## src/rtl/alu_wb_arbiter_pkg.sv

```systemverilog
// Shared widths and the writeback entry bundle for the
// writeback-port arbiter and its round-robin grant helper.
package alu_wb_arbiter_pkg;

  localparam int XLEN         = 32;
  localparam int REGIDX_WIDTH = 5;
  localparam int REGEXT_WIDTH = 2;
  localparam int DEPTH_WARP   = 4;
  localparam int REGW         = REGIDX_WIDTH + REGEXT_WIDTH;

  typedef struct packed {
    logic [XLEN-1:0]       data;
    logic [REGW-1:0]       reg_idxw;
    logic [DEPTH_WARP-1:0] warp_id;
    logic                  wxd;
  } wb_entry_t;

endpackage

```

## src/rtl/alu_wb_arbiter_rr_grant.sv

```systemverilog
// Combinational round-robin grant: first request at or after
// ptr_i, wrapping modulo N.
module rr_grant #(
  parameter int N = 4,
  parameter int W = 2
) (
  input  logic [N-1:0] req_i,
  input  logic [W-1:0] ptr_i,
  output logic [N-1:0] gnt_o,
  output logic [W-1:0] idx_o,
  output logic         any_o
);

  logic [2*N-1:0] dbl;
  logic [N-1:0]   rot;
  logic [W-1:0]   off;
  logic [W:0]     sum;

  always_comb begin
    // Rotating a doubled copy puts index ptr_i at bit 0.
    dbl = {req_i, req_i} >> ptr_i;
    rot = dbl[N-1:0];
    off = '0;
    for (int i = N - 1; i >= 0; i--) begin
      if (rot[i]) off = W'(i);
    end
    sum = {1'b0, ptr_i} + {1'b0, off};
    if (sum >= (W+1)'(N)) sum = sum - (W+1)'(N);
    any_o = |req_i;
    idx_o = sum[W-1:0];
    gnt_o = any_o ? (N'(1) << idx_o) : '0;
  end

endmodule

```

## src/rtl/alu_wb_arbiter.sv

```systemverilog
// Round-robin arbiter sharing one registered writeback port
// between N_SRC integer-result producers.
module alu_wb_arbiter
  import alu_wb_arbiter_pkg::*;
#(
  parameter int N_SRC = 4,
  parameter int SRC_W = 2
) (
  input  logic                        clk,
  input  logic                        rst_n,
  input  logic [N_SRC-1:0]            in_valid_i,
  output logic [N_SRC-1:0]            in_ready_o,
  input  logic [N_SRC*XLEN-1:0]       in_wb_data_i,
  input  logic [N_SRC*REGW-1:0]       in_reg_idxw_i,
  input  logic [N_SRC*DEPTH_WARP-1:0] in_warp_id_i,
  input  logic [N_SRC-1:0]            in_wxd_i,
  output logic                        out_valid_o,
  input  logic                        out_ready_i,
  output logic [XLEN-1:0]             out_wb_data_o,
  output logic [REGW-1:0]             out_reg_idxw_o,
  output logic [DEPTH_WARP-1:0]       out_warp_id_o,
  output logic                        out_wxd_o,
  output logic [SRC_W-1:0]            out_src_o
);

  logic [N_SRC-1:0] gnt;
  logic [SRC_W-1:0] idx;
  logic             any;

  logic             valid_q, valid_d;
  wb_entry_t        entry_q, entry_d;
  wb_entry_t        sel;
  logic [SRC_W-1:0] src_q, src_d;
  logic [SRC_W-1:0] ptr_q, ptr_d;
  logic             free;
  logic             accept;

  rr_grant #(
    .N (N_SRC),
    .W (SRC_W)
  ) u_grant (
    .req_i (in_valid_i),
    .ptr_i (ptr_q),
    .gnt_o (gnt),
    .idx_o (idx),
    .any_o (any)
  );

  always_comb begin
    sel = '0;
    for (int k = 0; k < N_SRC; k++) begin
      if (gnt[k]) begin
        sel.data     = in_wb_data_i[k*XLEN +: XLEN];
        sel.reg_idxw = in_reg_idxw_i[k*REGW +: REGW];
        sel.warp_id  = in_warp_id_i[k*DEPTH_WARP +: DEPTH_WARP];
        sel.wxd      = in_wxd_i[k];
      end
    end
  end

  always_comb begin
    free       = !valid_q | out_ready_i;
    // No source may see ready while reset is held.
    accept     = any & free & rst_n;
    in_ready_o = accept ? gnt : '0;
    valid_d    = valid_q;
    entry_d    = entry_q;
    src_d      = src_q;
    ptr_d      = ptr_q;
    if (accept) begin
      valid_d = 1'b1;
      entry_d = sel;
      src_d   = idx;
      ptr_d   = (idx == SRC_W'(N_SRC - 1)) ? '0 : idx + SRC_W'(1);
    end else if (out_ready_i) begin
      valid_d = 1'b0;
    end
  end

  always_ff @(posedge clk or negedge rst_n) begin
    if (!rst_n) begin
      valid_q <= 1'b0;
      entry_q <= '0;
      src_q   <= '0;
      ptr_q   <= '0;
    end else begin
      valid_q <= valid_d;
      entry_q <= entry_d;
      src_q   <= src_d;
      ptr_q   <= ptr_d;
    end
  end

  assign out_valid_o    = valid_q;
  assign out_wb_data_o  = entry_q.data;
  assign out_reg_idxw_o = entry_q.reg_idxw;
  assign out_warp_id_o  = entry_q.warp_id;
  assign out_wxd_o      = entry_q.wxd;
  assign out_src_o      = src_q;

endmodule
```

## config.mk

```make
export PLATFORM = sky130hd
export DESIGN_NAME = alu_wb_arbiter
export DESIGN_NICKNAME = d
export VERILOG_FILES = /design/src/rtl/alu_wb_arbiter_pkg.sv /design/src/rtl/alu_wb_arbiter_rr_grant.sv /design/src/rtl/alu_wb_arbiter.sv
export SDC_FILE = /design/constraint.sdc
export NUM_CORES = 1
export LEC_CHECK = 0
export ABC_CLOCK_PERIOD_IN_PS = 5000
export BUFFER_PORTS_ARGS = -buffer_cell sky130_fd_sc_hd__clkbuf_2
export CAP_MARGIN = 15
export CORE_MARGIN = 4
export CORE_UTILIZATION = 39
export DETAILED_ROUTE_END_ITERATION = 8
export GPL_TIMING_DRIVEN = 1
export PLACE_DENSITY = 0.76
export SLEW_MARGIN = 20
export SYNTH_ARGS = -nofsm -noshare
export SYNTH_HDL_FRONTEND = slang
export SYNTH_SLANG_ARGS = --single-unit
```

## constraint.sdc

```tcl
create_clock -name clk -period 5 [get_ports clk]
set_input_delay 0 -clock clk [delete_from_list [all_inputs] [get_ports clk]]
set_output_delay 0 -clock clk [all_outputs]
set_load 0.01 [all_outputs]
```

== After elaboration in Yosys (flattened, before gate mapping) ==
Index checks and enable logic that the tools add are counted.

* Word-level logic and storage cells: 34
* Input port bits: 183
* Register bits after elaboration: 49
* Output and inout bits: 51

* Order comparisons: 1
* Shifts and indexed selects: 2
* Reductions and logical operators: 3
* Multiplexer cells: 14
* Add/subtract/negate cells: 3
* Bitwise logic cells: 3
* Equality and inequality tests: 1

{| class="wikitable"
|+ Operators with widths
! cell !! number
|-
| $mux W44 || 4
|-
| $mux W2 || 6
|-
| $mux W4 || 2
|-
| $shr A8 B2 Y4 || 1
|-
| $reduce_or A4 Y1 || 1
|-
| $shl A1 B2 Y4 const A || 1
|-
| $add A2 B2 Y3 || 1
|-
| $ge A3 B3 Y1 const B || 1
|-
| $add A2 B1 Y2 const B || 1
|-
| $and A1 B1 Y1 || 2
|-
| $eq A2 B2 Y1 const B || 1
|-
| $mux W1 || 2
|-
| $reduce_bool A2 Y1 || 1
|-
| $sub A2 B1 Y2 const B || 1
|-
| $logic_not A1 Y1 || 1
|-
| $or A1 B1 Y1 || 1
|}

== Depth between registers and ports, before layout ==
Gate-level depths: netlist of run 1.

* Word-level depth: 14
* Mapped depth: 16

== Hierarchy ==
A second synthesis of run 1 with hierarchy kept.

* Cell total of the unflattened synthesis: 465
* Area total of the unflattened synthesis: 4,087.7 um^2

{| class="wikitable"
|+ Modules (own cells, without submodules)
! module !! area each (um^2) !! instances !! cells an instance !! sequential area each (um^2)
|-
| alu_wb_arbiter || 3,761.1 || 1 || 423 || 1,226.2
|-
| rr_grant || 326.6 || 1 || 42 || 0.0
|}

== Worst setup path after synthesis of run 1 ==
Ideal clock, no wire load.

* Path type: register to register
* From: reg ptr_q[1]
* To: reg entry_q (netlist bit out_reg_idxw_o[0])
* Library setup time: 0.076 ns
* Path slack: 2.245 ns
* Data arrival time: 2.679 ns
* Clock period less this slack: 2.755 ns
* Cell stages (with the launch flop): 17
* Cells stage by stage: dfrtp_1 -> clkbuf_1 -> nand2_1 -> a21oi_1 -> nor2_1 -> a211oi_1 -> a21oi_1 -> ha_1 -> xor2_1 -> xnor2_1 -> inv_1 -> ha_1 -> nand2_1 -> nor2_2 -> clkbuf_1 -> a22oi_1 -> o21ai_1

* Longest elaborated chain between the ends: 14
* Elaborated cells on any way between the ends: 15

{| class="wikitable"
|+ Ends and longest elaborated chain
! what !! RTL line !! text
|-
| start, declared || alu_wb_arbiter.sv:34 || <nowiki>logic [SRC_W-1:0] ptr_q, ptr_d;</nowiki>
|-
| start signal, assigned || alu_wb_arbiter.sv:90 || <nowiki>ptr_q <= ptr_d;</nowiki>
|-
| $shr A8 B2 Y4 || alu_wb_arbiter_rr_grant.sv:21 || <nowiki>dbl = {req_i, req_i} >> ptr_i;</nowiki>
|-
| $mux W2 (4 in a row) || alu_wb_arbiter_rr_grant.sv:25 || <nowiki>if (rot[i]) off = W'(i);</nowiki>
|-
| $add A2 B2 Y3 * || alu_wb_arbiter_rr_grant.sv:27 || <nowiki>sum = {1'b0, ptr_i} + {1'b0, off};</nowiki>
|-
| $ge A3 B3 Y1 or $sub A2 B1 Y2 (tied branches) || alu_wb_arbiter_rr_grant.sv:28 || <nowiki>if (sum >= (W+1)'(N)) sum = sum - (W+1)'(N);</nowiki>
|-
| $mux W2 * || alu_wb_arbiter_rr_grant.sv:28 ||
|-
| named net idx[1] || alu_wb_arbiter.sv:27 || <nowiki>logic [SRC_W-1:0] idx;</nowiki>
|-
| $shl A1 B2 Y4 * || alu_wb_arbiter_rr_grant.sv:31 || <nowiki>gnt_o = any_o ? (N'(1) << idx_o) : '0;</nowiki>
|-
| $mux W4 * || alu_wb_arbiter_rr_grant.sv:31 ||
|-
| $mux W44 (3 in a row) || alu_wb_arbiter.sv:52 || <nowiki>if (gnt[k]) begin</nowiki>
|-
| $mux W44 * || alu_wb_arbiter.sv:52 ||
|-
| end signal, assigned || alu_wb_arbiter.sv:88 || <nowiki>entry_q <= entry_d;</nowiki>
|-
| end, declared || alu_wb_arbiter.sv:31 || <nowiki>wb_entry_t entry_q, entry_d;</nowiki>
|}

The timed path passes the listed nets; every way through them passes the cells marked *.
A chain may end at the register's enable or synchronous reset.

== Final worst setup path of run 1 ==
* From: reg ptr_q[1]
* To: reg entry_q (netlist bit out_reg_idxw_o[6])

Same word-level chain as after synthesis.

==> results of run 1 <==
layer usage:
metal	GRT usage [%]	up-vias	share of wire (%)	wire, µm
li1	-	1828	-	-
met4	8.19	0	2.4	297
met2	46.1	225	52	6510
met1	26.7	1822	36	4540
met5	0	-	0	0
met3	5.66	30	8.9	1100
power by group through the flow:
stage / sequential (mW) / clock [mW] / combinational, mW
2_1_floorplan: 0.743 / 0 / 1.65
3_3_place_gp: 0.684 / 0 / 2.12
3_5_place_dp: 0.686 / 0 / 2.19
4_1_cts: 0.682 / 0.241 / 2.49
5_1_grt: 0.704 / 0.255 / 2.74
6_report: 0.686 / 0.233 / 2.52
worst max-delay path: stages, from the launching register on:
cell and delay, ps:
dfrtp_1 540, nand2_1 90, a21oi_1 160, nor2_1 50, a211oi_1 200, a21oi_1 70, ha_1 210, xor2_1 150
xnor2_1 320, inv_1 110, ha_1 250, a21oi_4 750, o21ai_0 220, o21ai_1 190, dlygate4sd3_1 580
area by class of cell:
| cell class | count | area share (%) |
|---|---|---|
| clock inverters | 1 | 0.144 |
| clock buffers | 7 | 1.47 |
| repair buffers | 315 | 38.1 |
| multi-input cells | 227 | 33.8 |
| well taps | 102 | 2.46 |
| flip-flops and latches | 49 | 23.6 |
| inverters | 5 | 0.361 |
sequential cells by signal, summed over array words and instances (netlist names):
| register | count |
|---|---|
| out_wb_data_o | 32 |
| out_warp_id_o | 4 |
| out_wxd_o | 1 |
| ptr_q | 2 |
| out_reg_idxw_o | 7 |
| out_valid_o | 1 |
| out_src_o | 2 |
logic make-up (layout without fill, tap and decap cells):
family / after synthesis / in the layout
compound gates: 190 / 190
flops: 49 / 49
buf+inv: 39 / 328
simple gates: 30 / 30
fa+ha+maj: 5 / 5
xor+xnor: 2 / 2
through the flow:
step	instance area, µm²	util, %	setup WS, ps
floorplan	3220	-	2240
global placement	4340	55.1	1740
detailed placement	4340	55.1	1580
CTS	5180	65.6	1050
global route	5200	65.9	610
finish	5200	65.9	1020
cell usage in the layout, fill, tap and decap left out, types with 6 or more instances in the layout:
cell	instances
dfrtp_1	49
buf_4	6
dlygate4sd3_1	75
nand2_1	10
clkbuf_2	233
a22oi_1	44
a221oi_2	40
o21ai_1	40
o21ai_0	52
repair_timing:
| item | in CTS | in global routing |
|---|---|---|
| hold buffers | 75 | 0 |
| setup endpoints to repair | 0 | 0 |
| setup buffers | 0 | 0 |
| hold endpoints to repair | 93 | 0 |
worst paths after layout:
check                                 start           endpoint  slack, ps  depth (start not counted)
max                                ptr_q[1]  out_reg_idxw_o[6]       1020                         14
max in group asynchronous             rst_n   out_wb_data_o[6]       4090                          3
min                        in_wb_data_i[91]  out_wb_data_o[27]          3                          3
min in group asynchronous             rst_n           ptr_q[0]        450                          3
min reg2reg                    out_src_o[0]       out_src_o[0]        500                          2
max reg2reg                        ptr_q[1]  out_reg_idxw_o[6]       1020                         14
==> flow_summary.yaml, run 1 <==
sta:
  hold_viol_final: 0
  max_slew_margin_pct: 37.6
  rsz0062_at_grt: "no"
  fmax_ghz: 0.251
  worst_pin_slew_ps: 934
  period_minus_slack_ps: 3980
  skew_ps: 13.3
  timing.final.crit_share_pct: 79.5
  whs_ps: 2.64
  finalSetupViolations: 0
  drv_slew: 0
  setup_tns_ps: 0
clocking:
  htree_levels: 2
  clock-sinks: 49
  clockRootBuffer: "clkbuf_8"
  clkLatencyLatePin_ps: 300
  cts_resized: 0
  path_clk_slew_ps: 100
  cts_tree: "yes"
  cts-buffers-inserted: 5
  clockBufferDepth: 2
yosys:
  synth.area.top_cells: "dfrtp_1, a221oi_2, a22oi_1"
  yosys.area.top_type: "dfrtp_1"
  yosysTopAreaCellShare_pct: 38.1
  synth-edff-count: 0
  syn_nets: 503
  synth_top_family_by_area: "compound AO/OA/AOI/OAI gates"
  synth.distinct_cells: 32
  synth_compound_gate_area_share_pct: 46.4
  synth-xor-area-share_pct: 0.545
  synthMuxAreaShare_pct: 0
  syn_area_mm2: 0.00322
  synthSimpleGateAreaFrac_pct: 5.06
  synth_warnings: 0
  synth_flop_cell: "dfrtp_1"
  syn_avg_cell_area_um2: 10.2
  synth-seq-cells: 49
  async_flop_share_pct: 100
  synth_commonest_cells: "o21ai_0, dfrtp_1, a22oi_1"
  synthCells: 315
  synth_seq_area_share_pct: 38.1
  synthAdderAreaFrac_pct: 1.94
  yosysMostFrequentCell: "o21ai_0"
layout:
  layout-drive-gt1-share_pct: 48.5
  final-seq-area_mm2: 0.00123
  nets: 791
  area_growth_pct: 61.6
  multi_input_comb_area_mm2: 0.00176
  fillers: 623
  fin_cells: 706
  diodes: 0
setup_path:
  critical_path_class: "flip-flop to flip-flop"
  crit_path_start_kind: "flip-flop"
  required_ps: 5230
  crit_fanout: 44
  critPathCaptureType: "flip-flop"
  crit_arrival_ps: 4210
min_path:
  hold_path_class: "input pin to flip-flop"
grt:
  grt_use_total_pct: 24.5
  first_global_vias: 4151
  grt_pass1_wl_um: 19700
  grt_max_degree: 56
  antenna_found_initial: 0
  gr-total-overflow: 0
job:
  drv_cap: 0
drt:
  detail_route.vias_per_cell: 5.53
  first_pass_iters: 5
  drt_drc_violations_left: 0
  wl_um: 12500
  num_vias: 3905
  ant_nets: 0
  routedWlPerCell_um: 17.6
  drt_iter0_drc: 153
power:
  p_per_area_mw_per_mm2: 662
  pwr-share-seq_pct: 20.0
  p_clk_share_pct: 6.8
  swShare_pct: 47.0
  internal-power_mw: 1.82
  combPwrFrac_pct: 73.3
  p_total_mw: 3.44
  p_sw_mw: 1.62
  peakVddDrop_v: 0.000556
  power.leakage_nw: 2.51
die:
  rows: 32
  die_x_um: 98.8
  die-area_mm2: 0.00977
  fp.dieH_um: 98.8
  core_area_mm2: 0.00789
  initial_core_util_pct: 40.8
  io_pins: 234
placement:
  place.port_buffers: 233
  place_hpwl_um: 8260
  gp_congestion: 0.831
  dp_cells: 622
outcome:
  run_status: "completed"
(Power assumes the default switching activity.)
==> inputs of run 2 (changes only) <==
--- a/config.mk
+++ b/config.mk
@@ -5,14 +5,15 @@
 export SDC_FILE = /design/constraint.sdc
 export NUM_CORES = 1
 export LEC_CHECK = 0
-export ABC_CLOCK_PERIOD_IN_PS = 5000
+export ABC_AREA = 1
+export ABC_CLOCK_PERIOD_IN_PS = 3300
 export BUFFER_PORTS_ARGS = -buffer_cell sky130_fd_sc_hd__clkbuf_2
 export CAP_MARGIN = 15
 export CORE_MARGIN = 4
 export CORE_UTILIZATION = 39
 export DETAILED_ROUTE_END_ITERATION = 8
 export GPL_TIMING_DRIVEN = 1
-export PLACE_DENSITY = 0.76
+export PLACE_DENSITY = 0.74
 export SLEW_MARGIN = 20
 export SYNTH_ARGS = -nofsm -noshare
 export SYNTH_HDL_FRONTEND = slang
==> constraint.sdc (replaced) <==
create_clock -name clk -period 3.3 [get_ports clk]
set_input_delay 0 -clock clk [delete_from_list [all_inputs] [get_ports clk]]
set_output_delay 0 -clock clk [all_outputs]
set_load 0.01 [all_outputs]
==> flow_summary.yaml, run 2 <==
layout:
  area_growth_pct: 34.1
  layout-drive-gt1-share_pct: 30.7
  layout_common_cells: "nand2_1, clkbuf_2, nand3_1"
  diodes: 0
  largest_reg_flops: 32
  final_common_cell: "nand2_1"
  utilization_pct: 53.7
  nets: 1043
clocking:
  htree_levels: 2
  cts_tree: "yes"
  clkLatencyLatePin_ps: 290
  clockRootBuffer: "clkbuf_8"
  cts-buffers-inserted: 5
  clockBufferDepth: 2
  clock-sinks: 49
  path_clk_slew_ps: 90
grt:
  first_global_vias: 4415
  gr-total-overflow: 0
  grt_max_degree: 55
  antenna_found_initial: 0
  grt_use_total_pct: 22.6
  grt_pass1_wl_um: 21400
placement:
  place_hpwl_um: 9830
  gp_congestion: 0.833
  dp_slack_ps: 373
  place.port_buffers: 233
die:
  die-area_mm2: 0.0117
  rows: 36
  core_area_mm2: 0.00977
  io_pins: 234
  fp.dieH_um: 108
  initial_core_util_pct: 40.0
  die_x_um: 108
drt:
  drt_iter0_drc: 307
  wl_um: 14000
  ant_nets: 0
  routedWlPerCell_um: 14.1
  first_pass_iters: 6
  drt_drc_violations_left: 0
  detail_route.vias_per_cell: 4.94
  num_vias: 4889
sta:
  max_slew_margin_pct: 55.4
  skew_ps: 5.00
  rsz0062_at_grt: "no"
  hold_viol_final: 0
  setup_tns_ps: 0
  period_minus_slack_ps: 2930
  worst_pin_slew_ps: 669
  fmax_ghz: 0.341
  drv_slew: 0
  timing.final.crit_share_pct: 88.9
  setup_slack_ps: 366
  finalSetupViolations: 0
outcome:
  run_status: "completed"
yosys:
  syn_area_mm2: 0.00391
  synth_commonest_cells: "nand2_1, nand3_1, nor2_1"
  async_flop_share_pct: 100
  synth_seq_area_share_pct: 31.3
  synthCells: 650
  synth-edff-count: 0
  yosysMostFrequentCell: "nand2_1"
  synth.distinct_cells: 21
  yosysTopAreaCellShare_pct: 31.3
  synth.area.top_cells: "dfrtp_1, nand2_1, nand3_1"
  syn_nets: 838
  synth_warnings: 0
  synth_flop_cell: "dfrtp_1"
  yosys.area.top_type: "dfrtp_1"
  synth-seq-cells: 49
  syn_avg_cell_area_um2: 6.02
power:
  peakVddDrop_v: 0.000748
  p_per_area_mw_per_mm2: 1270
  power.leakage_nw: 3.07
setup_path:
  required_ps: 3540
  critPathCaptureType: "flip-flop"
  crit_path_start_kind: "flip-flop"
  crit_fanout: 22
  ff2ff_path_depth: 18
  worstReg2RegEnd: "out_reg_idxw_o[0]"
  crit_arrival_ps: 3170
  regToRegStartpoint: "ptr_q[0]"
  critical_path_class: "flip-flop to flip-flop"
  reg2reg_slack_ps: 370
min_path:
  hold_path_class: "input pin to flip-flop"
  hold_end: "out_wb_data_o[17]"
  whs_path_depth: 5
  hold_start: "in_wb_data_i[113]"
job:
  drv_cap: 0
==> run 2: cell types whose count changed in the layout (fill, tap and decap cells not counted), sizes merged, moves of 47 or more <==
cell | before | now
dlygate4sd3 | 75 | 4
nand2 | 11 | 248
nand3 | 1 | 143
nor2 | 7 | 95
o21ai | 92 | 45
==> run 2: repair_timing <==
item / CTS / global route
setup buffers: 0 / 0
hold buffers: 4 / 0
endpoints found under the setup margin: 0 / 47
gates resized for setup: 0 / 11
endpoints found under the hold margin: 52 / 0
==> run 2: cells by family after synthesis <==
logic type,after synthesis,synth area share [%]
flip-flops,49,31.4
adder cells (fa/ha/maj),5,1.60
buffers and inverters,62,8.64
AND/OR/NAND/NOR,485,51.9
AO/OA/AOI/OAI,48,6.30
XOR/XNOR,1,0.224
==> run 2: worst max path at each step <==
| stage | startpoint | endpoint | slack [ps] | cells after the start |
|---|---|---|---|---|
| finish | ptr_q[0] | out_reg_idxw_o[0] | 370 | 18 |
| floorplan | ptr_q[1] | out_wb_data_o[2] | 740 | 21 |
| global route | ptr_q[0] | out_reg_idxw_o[2] | 10 | 19 |
| global placement | ptr_q[0] | out_reg_idxw_o[5] | 450 | 19 |
| detailed placement | ptr_q[0] | out_wb_data_o[7] | 370 | 19 |
| CTS | ptr_q[0] | in_ready_o[2] | 100 | 14 |
==> run 2: where the power goes <==
part / switching [mW] / total (mW) / internal [mW] / leakage (nW)
combinational: 3.40 / 5.26 / 1.86 / 2.41
clock: 0.198 / 0.349 / 0.151 / 0.0395
sequential: 0.156 / 1.04 / 0.882 / 0.619
total: 3.76 / 6.65 / 2.89 / 3.07
==> run 2: per-layer routing <==
layer  GRT usage, %  share of wire (%)  up-vias
met5              0                  0        -
met4           4.87               0.69        0
met3           3.46                6.8        6
met2           37.9                 49      183
met1           31.0                 43     2198
li1               -                  -     2502
==> run 2: critical path, stage by stage (launching register included) <==
cell and delay (ps):
dfrtp_2 450, inv_1 140, nand2_1 90, nand3_1 90
nand3_1 80, a21boi_0 210, ha_1 210, xor2_1 180
inv_1 60, nand3_1 80, nand2_1 140, inv_1 120
ha_2 280, nand2_4 220, o21ai_0 270, nand2_1 70
nand3_1 80, nand2_1 50, nand2_1 50
==> run 2: area by class of cell <==
type                            instances  area, µm²
Fill cell                            1085       4530
Timing Repair Buffer                  249       1320
Tap cell                              133        166
Sequential cell                        49       1230
Multi-Input combinational cell        540       2410
Inverter                               10       37.5
Clock buffer                            8       80.1
==> run 2: metrics by stage <==
| step | cells | area, µm² | power (mW) | hold slack [ps] |
|---|---|---|---|---|
| floorplan | 650 | 3910 | 4.77 | -296 |
| global placement | 976 | 5060 | 6.02 | 241 |
| detailed placement | 976 | 5060 | 6.07 | 247 |
| CTS | 988 | 5180 | 6.45 | 3.16 |
| global route | 989 | 5250 | 7.45 | 19.2 |
| finish | 989 | 5250 | 6.65 | 12.3 |
